File: src/rtl/rf_access_arbiter_if.sv
`default_nettype none
// ============================================================================
// rf_access_arbiter_if : client A/B request bundle plus regFile pin bundle
// Rev 1.0
// ============================================================================
interface rf_access_arbiter_if #(
  parameter int DATA_W = 32,
  parameter int ADDR_W = 4
);
  logic              a_req;
  logic              a_we;
  logic [ADDR_W-1:0] a_addr;
  logic [DATA_W-1:0] a_wdata;
  logic              a_gnt;
  logic              a_rvalid;
  logic [DATA_W-1:0] a_rdata;

  logic              b_req;
  logic              b_we;
  logic [ADDR_W-1:0] b_addr;
  logic [DATA_W-1:0] b_wdata;
  logic              b_gnt;
  logic              b_rvalid;
  logic [DATA_W-1:0] b_rdata;

  logic              rf_en;
  logic              rf_wr;
  logic              rf_rd;
  logic [ADDR_W-1:0] rf_sel_i;
  logic [ADDR_W-1:0] rf_sel_o;
  logic [DATA_W-1:0] rf_wdata;
  logic [DATA_W-1:0] rf_rdata;
  logic              init_done;

  modport slave (
    input  a_req, a_we, a_addr, a_wdata,
    output a_gnt, a_rvalid, a_rdata,
    input  b_req, b_we, b_addr, b_wdata,
    output b_gnt, b_rvalid, b_rdata,
    output rf_en, rf_wr, rf_rd, rf_sel_i, rf_sel_o, rf_wdata,
    input  rf_rdata,
    output init_done
  );

  modport master (
    output a_req, a_we, a_addr, a_wdata,
    input  a_gnt, a_rvalid, a_rdata,
    output b_req, b_we, b_addr, b_wdata,
    input  b_gnt, b_rvalid, b_rdata,
    input  rf_en, rf_wr, rf_rd, rf_sel_i, rf_sel_o, rf_wdata,
    output rf_rdata,
    input  init_done
  );
endinterface
`default_nettype wire

File: src/rtl/rf_access_arbiter.sv
`default_nettype none
// ============================================================================
// rf_access_arbiter : clears regFile after reset, then round-robin arbitrates
//                     one read or write per cycle between clients A and B.
// Rev 1.0
// ============================================================================
module rf_access_arbiter #(
  parameter int DATA_W     = 32,
  parameter int ADDR_W     = 4,
  parameter int INIT_CLEAR = 1
) (
  input  wire logic         clk,
  input  wire logic         rst,
  rf_access_arbiter_if.slave bus
);

  typedef enum logic [1:0] {
    ST_INIT = 2'd0,
    ST_RUN  = 2'd1
  } state_t;

  localparam state_t RST_STATE = (INIT_CLEAR != 0) ? ST_INIT : ST_RUN;

  state_t            state_q;
  logic [ADDR_W-1:0] init_cnt_q;
  logic              rr_ptr_q;     // 0: A has priority, 1: B has priority
  logic              init_done_q;

  logic              rf_en_q;
  logic              rf_wr_q;
  logic              rf_rd_q;
  logic [ADDR_W-1:0] rf_sel_i_q;
  logic [ADDR_W-1:0] rf_sel_o_q;
  logic [DATA_W-1:0] rf_wdata_q;

  logic              rd_pend_q;
  logic              rd_owner_q;   // 0: A, 1: B
  logic              a_rvalid_q;
  logic              b_rvalid_q;

  logic              w_run;
  logic              w_a_gnt;
  logic              w_b_gnt;
  logic              w_op_we;
  logic [ADDR_W-1:0] w_op_addr;
  logic [DATA_W-1:0] w_op_wdata;

  always_comb begin
    w_run      = (state_q == ST_RUN) && !rst;
    w_a_gnt    = w_run && bus.a_req && (!bus.b_req || !rr_ptr_q);
    w_b_gnt    = w_run && bus.b_req && (!bus.a_req ||  rr_ptr_q);
    w_op_we    = w_b_gnt ? bus.b_we    : bus.a_we;
    w_op_addr  = w_b_gnt ? bus.b_addr  : bus.a_addr;
    w_op_wdata = w_b_gnt ? bus.b_wdata : bus.a_wdata;
  end

  always_ff @(posedge clk) begin
    if (rst) begin
      state_q     <= RST_STATE;
      init_cnt_q  <= '0;
      rr_ptr_q    <= 1'b0;
      init_done_q <= 1'b0;
      rf_en_q     <= 1'b0;
      rf_wr_q     <= 1'b0;
      rf_rd_q     <= 1'b0;
      rf_sel_i_q  <= '0;
      rf_sel_o_q  <= '0;
      rf_wdata_q  <= '0;
      rd_pend_q   <= 1'b0;
      rd_owner_q  <= 1'b0;
      a_rvalid_q  <= 1'b0;
      b_rvalid_q  <= 1'b0;
    end else begin
      // regFile presents Op1 one cycle after RD, so the tag lags the issue by one stage
      a_rvalid_q  <= rd_pend_q && !rd_owner_q;
      b_rvalid_q  <= rd_pend_q &&  rd_owner_q;
      init_done_q <= (state_q == ST_RUN);
      rf_en_q     <= 1'b0;
      rf_wr_q     <= 1'b0;
      rf_rd_q     <= 1'b0;
      rd_pend_q   <= 1'b0;

      case (state_q)
        ST_INIT: begin
          rf_en_q    <= 1'b1;
          rf_wr_q    <= 1'b1;
          rf_sel_i_q <= init_cnt_q;
          rf_wdata_q <= '0;
          init_cnt_q <= init_cnt_q + ADDR_W'(1);
          if (init_cnt_q == {ADDR_W{1'b1}}) begin
            state_q <= ST_RUN;
          end
        end
        ST_RUN: begin
          if (w_a_gnt || w_b_gnt) begin
            rr_ptr_q <= w_a_gnt;
            rf_en_q  <= 1'b1;
            if (w_op_we) begin
              rf_wr_q    <= 1'b1;
              rf_sel_i_q <= w_op_addr;
              rf_wdata_q <= w_op_wdata;
            end else begin
              rf_rd_q    <= 1'b1;
              rf_sel_o_q <= w_op_addr;
              rd_pend_q  <= 1'b1;
              rd_owner_q <= w_b_gnt;
            end
          end
        end
        default: begin
          state_q <= RST_STATE;
        end
      endcase
    end
  end

  assign bus.a_gnt     = w_a_gnt;
  assign bus.b_gnt     = w_b_gnt;
  assign bus.a_rvalid  = a_rvalid_q && !rst;
  assign bus.b_rvalid  = b_rvalid_q && !rst;
  assign bus.a_rdata   = bus.rf_rdata;
  assign bus.b_rdata   = bus.rf_rdata;
  assign bus.rf_en     = rf_en_q;
  assign bus.rf_wr     = rf_wr_q;
  assign bus.rf_rd     = rf_rd_q;
  assign bus.rf_sel_i  = rf_sel_i_q;
  assign bus.rf_sel_o  = rf_sel_o_q;
  assign bus.rf_wdata  = rf_wdata_q;
  assign bus.init_done = init_done_q;

endmodule
`default_nettype wire

File: src/flat_wrapper.sv
// flat-port wrapper written by rule: the top's interface ports become plain ports
module rf_access_arbiter_flat 
#(
  parameter int DATA_W     = 32,
  parameter int ADDR_W     = 4,
  parameter int INIT_CLEAR = 1
)
  (clk, rst, bus_a_req, bus_a_we, bus_a_addr, bus_a_wdata, bus_a_gnt, bus_a_rvalid, bus_a_rdata, bus_b_req, bus_b_we, bus_b_addr, bus_b_wdata, bus_b_gnt, bus_b_rvalid, bus_b_rdata, bus_rf_en, bus_rf_wr, bus_rf_rd, bus_rf_sel_i, bus_rf_sel_o, bus_rf_wdata, bus_rf_rdata, bus_init_done);
  rf_access_arbiter_if #(.DATA_W(DATA_W), .ADDR_W(ADDR_W)) bus_i ();
  input  wire logic clk;
  input  wire logic rst;
  input wire logic [$bits(bus_i.a_req)-1:0] bus_a_req;
  input wire logic [$bits(bus_i.a_we)-1:0] bus_a_we;
  input wire logic [$bits(bus_i.a_addr)-1:0] bus_a_addr;
  input wire logic [$bits(bus_i.a_wdata)-1:0] bus_a_wdata;
  output wire logic [$bits(bus_i.a_gnt)-1:0] bus_a_gnt;
  output wire logic [$bits(bus_i.a_rvalid)-1:0] bus_a_rvalid;
  output wire logic [$bits(bus_i.a_rdata)-1:0] bus_a_rdata;
  input wire logic [$bits(bus_i.b_req)-1:0] bus_b_req;
  input wire logic [$bits(bus_i.b_we)-1:0] bus_b_we;
  input wire logic [$bits(bus_i.b_addr)-1:0] bus_b_addr;
  input wire logic [$bits(bus_i.b_wdata)-1:0] bus_b_wdata;
  output wire logic [$bits(bus_i.b_gnt)-1:0] bus_b_gnt;
  output wire logic [$bits(bus_i.b_rvalid)-1:0] bus_b_rvalid;
  output wire logic [$bits(bus_i.b_rdata)-1:0] bus_b_rdata;
  output wire logic [$bits(bus_i.rf_en)-1:0] bus_rf_en;
  output wire logic [$bits(bus_i.rf_wr)-1:0] bus_rf_wr;
  output wire logic [$bits(bus_i.rf_rd)-1:0] bus_rf_rd;
  output wire logic [$bits(bus_i.rf_sel_i)-1:0] bus_rf_sel_i;
  output wire logic [$bits(bus_i.rf_sel_o)-1:0] bus_rf_sel_o;
  output wire logic [$bits(bus_i.rf_wdata)-1:0] bus_rf_wdata;
  input wire logic [$bits(bus_i.rf_rdata)-1:0] bus_rf_rdata;
  output wire logic [$bits(bus_i.init_done)-1:0] bus_init_done;
  assign bus_i.a_req = bus_a_req;
  assign bus_i.a_we = bus_a_we;
  assign bus_i.a_addr = bus_a_addr;
  assign bus_i.a_wdata = bus_a_wdata;
  assign bus_a_gnt = bus_i.a_gnt;
  assign bus_a_rvalid = bus_i.a_rvalid;
  assign bus_a_rdata = bus_i.a_rdata;
  assign bus_i.b_req = bus_b_req;
  assign bus_i.b_we = bus_b_we;
  assign bus_i.b_addr = bus_b_addr;
  assign bus_i.b_wdata = bus_b_wdata;
  assign bus_b_gnt = bus_i.b_gnt;
  assign bus_b_rvalid = bus_i.b_rvalid;
  assign bus_b_rdata = bus_i.b_rdata;
  assign bus_rf_en = bus_i.rf_en;
  assign bus_rf_wr = bus_i.rf_wr;
  assign bus_rf_rd = bus_i.rf_rd;
  assign bus_rf_sel_i = bus_i.rf_sel_i;
  assign bus_rf_sel_o = bus_i.rf_sel_o;
  assign bus_rf_wdata = bus_i.rf_wdata;
  assign bus_i.rf_rdata = bus_rf_rdata;
  assign bus_init_done = bus_i.init_done;
  rf_access_arbiter #(.DATA_W(DATA_W), .ADDR_W(ADDR_W), .INIT_CLEAR(INIT_CLEAR)) u_core (.clk(clk), .rst(rst), .bus(bus_i));
endmodule
File: config.mk
export PLATFORM = sky130hd
export DESIGN_NAME = rf_access_arbiter_flat
export DESIGN_NICKNAME = d
export VERILOG_FILES = /design/src/rtl/rf_access_arbiter_if.sv /design/src/rtl/rf_access_arbiter.sv /design/src/flat_wrapper.sv
export SDC_FILE = /design/constraint.sdc
export NUM_CORES = 1
export LEC_CHECK = 0
export ABC_AREA = 1
export BUFFER_PORTS_ARGS = -buffer_cell sky130_fd_sc_hd__clkbuf_2
export CORE_MARGIN = 2
export CORE_UTILIZATION = 30
export CTS_CLUSTER_SIZE = 8
export DETAILED_ROUTE_END_ITERATION = 10
export PLACE_DENSITY = 0.57
export SYNTH_ARGS = -nofsm -noshare
export SYNTH_HDL_FRONTEND = slang
export SYNTH_SLANG_ARGS = --single-unit
File: constraint.sdc
create_clock -name clk -period 3.1 [get_ports clk]
set_input_delay 0.31 -clock clk [delete_from_list [all_inputs] [get_ports clk]]
set_output_delay 0.31 -clock clk [all_outputs]
set_load 0.03 [all_outputs]
==> run metrics, run 1 <==
WL per Instance=12.0 µm; Synth Instances=541; final hold vios=0; worst ir drop on vdd=169 µV; ant diodes=0; clk_lat worst skew=310 ps; first-pass GRT wire length=13,800 µm; max cap viols=0; type of origin of the critical path=flop; TritonCTS Buffers=5; PostCTS Resize Cnt=0; RSZ-0062 raised after global routing=no; Synth Flop Type=dfxtp_1; Leak=1.97 nW; post-detail-place hpwl=6470 µm; register share of total power=0.575; fin crit share=0.850; grt ovf=0; asr flop ratio synth=0; area of placed instances=3590 µm²; hold buffers post-CTS=0; Gate power share=0.094; fmax=0.379 GHz; CTS tree=done; CP arrival=2330 ps; IO Count=222; worst slew pin tran=599 ps; antenna-violating nets left=0; Syn Nets=652; sequential fraction of the synthesis area=0.314; die area=12,100 µm²; Critical R2R Launch=u_core.state_q[0]; fin nets=697; mux cell area share after synthesis=0; Chip Width=110 µm; Syn-to-layout area delta=9.01%; initial core utilization=0.310; flops & latches, synth=53; GR Util All Layers=0.143; Switching Share=0.253; syn avg cell area=6.24 µm²; via/cell ratio=4.38; Final Total Pwr=1.20 mW; height of the chip=110 µm; CP Capture Type=output pin; Setup Viol. Count Final=0; DR vias=3,184; PortBufs=125; Core Footprint=10,900 µm²; Syn. warnings=0; r2r worst-path depth=8; Relative slew margins=0.599; Compound-Gate Fraction of Synth Area=0.0193; NetSw=0.304 mW; H-tree depth=2; Yosys top cell area share=0.314; Slew Limit Fails=0; top post-synthesis cells by area=dfxtp_1 31%, nand2_1 16%, buf_4 14%; Clock power frac=0.331; min Tclk post-route=2640 ps; critical path class=flop to output pin; num rows=38; EDFF count, synth=0; Final GP Congestion=0.873; Synth cell types=25; reg2reg setup slack=590 ps; Int Pwr=0.899 mW; final wirelength=8750 µm; initial drt markers=129; status=finished clean; DR DRC count=0; Post-Syn Area=3370 µm²; vias in the first global route=3,038; worst r2r dst=u_core.bus.rf_sel_i[3]; main combinational cell family by area after synthesis=simple AND/OR/NAND/NOR gates; final instance area=3680 µm²; DR pass1 iterations=4; Power Density=327 nW/µm²; clock-pin slew on the worst setup and hold paths=100 ps; Adder-Cell Fraction of Synth Area=0.00371; CTS root buf=clkbuf_8; CP Data Required Time=2790 ps; clock skew=5.22 ps; simple logic cell fraction of the synthesized area=0.403; Worst Path Max Fanout=23; commonest cells in the netlist=142 x nand2_1, 83 x nor2_1, 71 x nand3_1, 64 x buf_4, 63 x inv_1; largest net degree at the start of global routing=51; setup total negative slack=0 ps; xor-xnor portion of the synthesized cell area=0; CP startpoint=u_core.state_q[0]; initial antenna violation count=0; Sink Count=53; layout cell share with drive strength beyond 1=0.252; Worst Hold Class=input pin to flop; # Post-CTS Setup Buffers=0; most common cell in the synthesized netlist=nand2_1; crit path to=bus_b_gnt; worst-case clock buffer depth=2; cell taking the most area after synthesis=dfxtp_1
[how the worst min path moves through the flow]
stage / slack, ps / cells past startpoint / to / start
after detailed placement: 450 / 2 / u_core.b_rvalid_q / u_core.rd_owner_q
after CTS: 320 / 5 / u_core.bus.rf_wdata[13] / bus_b_wdata[13]
after floorplan: 410 / 1 / u_core.a_rvalid_q / u_core.rd_owner_q
after global placement: 430 / 1 / u_core.a_rvalid_q / u_core.rd_owner_q
after global routing: 340 / 5 / u_core.bus.rf_wdata[1] / bus_b_wdata[1]
final: 320 / 5 / u_core.bus.rf_wdata[7] / bus_b_wdata[7]
[critical path, stage by stage (launching register included)]
cell and delay, ps:
dfxtp_2 620, inv_4 130, nor2_8 230, nand3_2 400, clkinv_1 350, clkbuf_2 280
[layer usage]
layer | wire length, µm | GRT usage | vias up
met2 | 3970 | 0.245 | 126
met1 | 3820 | 0.176 | 1356
met3 | 753 | 0.0312 | 24
li1 | - | - | 1678
met4 | 200 | 0.0470 | 0
met5 | 0 | 0 | -
[power by group through the flow]
stage	Combinational (mW)	Sequential [mW]	Clock, mW
4_1_cts	0.114	0.692	0.415
2_1_floorplan	0.197	0.714	0
3_5_place_dp	0.114	0.708	0
3_3_place_gp	0.114	0.707	0
6_report	0.113	0.692	0.398
5_1_grt	0.129	0.693	0.438
[flip-flops by register name, indices dropped and copies added (netlist names), 4 cells and up]
name,cells
u_core.bus.rf_sel_i,4
u_core.bus.rf_sel_o,4
u_core.bus.rf_wdata,32
u_core.init_cnt_q,4
[cells in the final DEF (no fill, tap or decap), types with 2 or more instances in the layout]
cell type / Yosys / layout
a21oi_1: 5 / 5
buf_4: 64 / 6
clkbuf_1: 10 / 2
clkbuf_2: 0 / 125
clkbuf_8: 0 / 5
dfxtp_1: 53 / 52
inv_1: 63 / 63
nand2_1: 142 / 142
nand2_2: 3 / 3
nand3_1: 71 / 71
nand4_1: 14 / 14
nor2_1: 83 / 83
o21ai_0: 3 / 3
[metrics by stage]
stage	cells	hold slack (ps)	worst slack, ps	utilization
floorplan	541	412	1390	-
global placement	719	430	656	0.330
detailed placement	719	447	579	0.330
CTS	727	319	431	0.338
global route	727	341	231	0.338
finish	727	324	464	0.338
[final cells by class]
type                       count  area (µm²)
clock inverter                 1        7.51
inverter                      66         250
timing repair buffer         131         671
multi-input combinational    329        1440
sequential                    53        1060
clock buffer                   7        76.3
tap                          140         175
fill                        1199        7210
[cells by family (layout without fill, tap and decap cells)]
group / after synthesis / count (layout)
flip-flops: 53 / 53
adder cells (fa/ha/maj): 1 / 1
buffers and inverters: 159 / 205
AO/OA/AOI/OAI: 11 / 11
AND/OR/NAND/NOR: 317 / 317
(Power assumes the default switching activity.)
==> run 2: changes to the inputs <==
ABC_AREA = default   (was 1)
PLACE_DENSITY = 0.6   (was 0.57)
==> run 2 against run 1 <==
Net effect:
- sequential power barely moved
- clock power about the same
- power is 2.0% higher
- via count down 20%
- sequential cell count stayed put
- clock-buffer cell count down 1
- synthesized area down 13%
- non-clock buffer count shrank 1
==> run metrics, run 2 <==
status=finished clean; hold buffers post-CTS=0; Inst Count DP=527; commonest cells in the netlist=64 x buf_4, 53 x dfxtp_1, 46 x nor2_1, 35 x nand2_1, 33 x nand3_1; main combinational cell family by area after synthesis=buffers and inverters; max cap viols=0; Synth cell types=37; Sink Count=53; top post-synthesis cells by area=dfxtp_1 36%, buf_4 16%, a311oi_1 9.6%; fmax=0.467 GHz; CTS root buf=clkbuf_8; CP arrival=1830 ps; max incr delay on CP=380 ps; clk_lat worst skew=310 ps; H-tree depth=2; wire length on met3=843 µm; simple logic cell fraction of the synthesized area=0.212; PostCTS Resize Cnt=0; grt ovf=0; setup total negative slack=0 ps; Power Density=382 nW/µm²; fin crit share=0.691; WP depth=5; layout cell share with drive strength beyond 1=0.366; CP startpoint=u_core.rr_ptr_q; DR DRC count=0; Syn. warnings=0; CP bufs+invs=3; clock skew=11.2 ps; most common cell in the synthesized netlist=buf_4; Final GP Congestion=0.738; CP Data Required Time=2790 ps; WL met1=3240 µm; Leak=1.42 nW; height of the chip=103 µm; most frequent cells in the layout=125 x clkbuf_2, 53 x dfxtp_1, 46 x nor2_1; critical path class=flop to output pin; IO Count=222; Chip Width=103 µm; Setup Viol. Count Final=0; Core Footprint=9640 µm²; Top delay family on crit path=buffers and inverters; WL per Instance=14.0 µm; Synth Instances=357; vias in the first global route=2,236; Syn-to-layout area delta=9.69%; crit-path cells=nand2b_1, buf_4, nand3_2, inv_1, clkbuf_2; asr flop ratio synth=0; largest net degree at the start of global routing=69; min Tclk post-route=2140 ps; most common cell after layout, fill and taps aside=clkbuf_2; EDFF count, synth=0; Critical R2R Launch=u_core.rr_ptr_q; r2r worst-path depth=7; Worst Hold Class=input pin to flop; CP Capture Type=output pin; max FFs per register=32; DR vias=2,561; Syn Nets=468; area of placed instances=3130 µm²; Adder-Cell Fraction of Synth Area=0.00427; worst r2r dst=u_core.bus.rf_sel_o[3]; Yosys top cell area share=0.362; PortBufs=125; antenna-violating nets left=0; Non-Filler Instances=535; # Post-CTS Setup Buffers=0; syn avg cell area=8.21 µm²; flops & latches, synth=53; Post-Syn Area=2930 µm²; die area=10,600 µm²; Relative slew margins=0.467; reg2reg setup slack=1030 ps; post-detail-place hpwl=5490 µm; GR Util All Layers=0.133; cell taking the most area after synthesis=dfxtp_1; Final Total Pwr=1.23 mW; fin nets=512; Crit-path slowest cell=dfxtp_1; final hold vios=0; sequential fraction of the synthesis area=0.362; final wirelength=7490 µm; Synth Flop Type=dfxtp_1; final instance area=3210 µm²; ant diodes=0; Slew Limit Fails=0; initial drt markers=90; worst ir drop on vdd=164 µV; CTS tree=done; crit path to=bus_b_gnt; mux cell area share after synthesis=0.0278; xor-xnor portion of the synthesized cell area=0.00598; worst slew pin tran=799 ps; worst-case clock buffer depth=2; RSZ-0062 raised after global routing=no; via/cell ratio=4.79; Top Layer Used=met4; Compound-Gate Fraction of Synth Area=0.164; initial antenna violation count=0; num rows=36; clock-pin slew on the worst setup and hold paths=100 ps; first-pass GRT wire length=11,100 µm; initial core utilization=0.304; WL met2=3200 µm; DR pass1 iterations=4; Worst Path Max Fanout=34; type of origin of the critical path=flop; TritonCTS Buffers=5
-- run 2: cell types whose count changed after synthesis, sizes merged, moves of 7 or more --
cell and change:
a311oi +32, inv -59, mux2i +7, nand2 -110, nand3 -39, nand4 -14
nor2 -38
-- run 2: per-layer routing --
metal	track usage	up-vias
met1	0.167	1133
met2	0.212	132
met5	0	-
li1	-	1256
met3	0.0400	40
met4	0.0597	0
-- run 2: worst min-delay path by stage --
stage / to / from / cells after the start / slack [ps]
after floorplan: u_core.a_rvalid_q / u_core.rd_owner_q / 1 / 420
after global placement: u_core.a_rvalid_q / u_core.rd_owner_q / 1 / 460
after detailed placement: u_core.a_rvalid_q / u_core.rd_owner_q / 1 / 460
after CTS: u_core.bus.rf_wdata[30] / bus_a_wdata[30] / 3 / 220
after global routing: u_core.bus.rf_wdata[26] / bus_b_wdata[26] / 3 / 230
final: u_core.bus.rf_wdata[30] / bus_a_wdata[30] / 3 / 230
-- run 2: power breakdown --
group	internal [mW]	leakage (nW)	total, mW	switching [mW]
logic	0.0626	0.942	0.141	0.0781
registers	0.687	0.428	0.692	0.00478
clock network	0.162	0.0456	0.395	0.233
-- run 2: cell families after synthesis --
family          count (synthesis)
xor+xnor                        2
simple gates                  136
mux                             8
compound gates                 58
flops                          53
fa+ha+maj                       1
buf+inv                        99
-- run 2: stage by stage --
| step | setup WS, ps | hold WS, ps | util |
|---|---|---|---|
| after floorplan | 1190 | 423 | - |
| after global placement | 723 | 458 | 0.325 |
| after detailed placement | 701 | 458 | 0.325 |
| after CTS | 918 | 223 | 0.333 |
| after global routing | 845 | 230 | 0.333 |
| final | 958 | 232 | 0.333 |
-- run 2: final cells by class --
type,instances,area [µm²]
Clock buffer,6,72.6
Clock inverter,2,13.8
Inverter,6,25.0
Sequential cell,53,1060
Tap cell,133,166
Multi-Input combinational cell,205,1210
Timing Repair Buffer,130,663
Fill cell,1084,6420
-- run 2: worst reg2reg max path, cell delays in order, from the launching register on --
cell and delay (ps):
dfxtp_1 380, nand2b_1 140, buf_4 350, nand3_2 230
inv_1 200, mux2_2 390, o211ai_1 160, o21ai_0 110
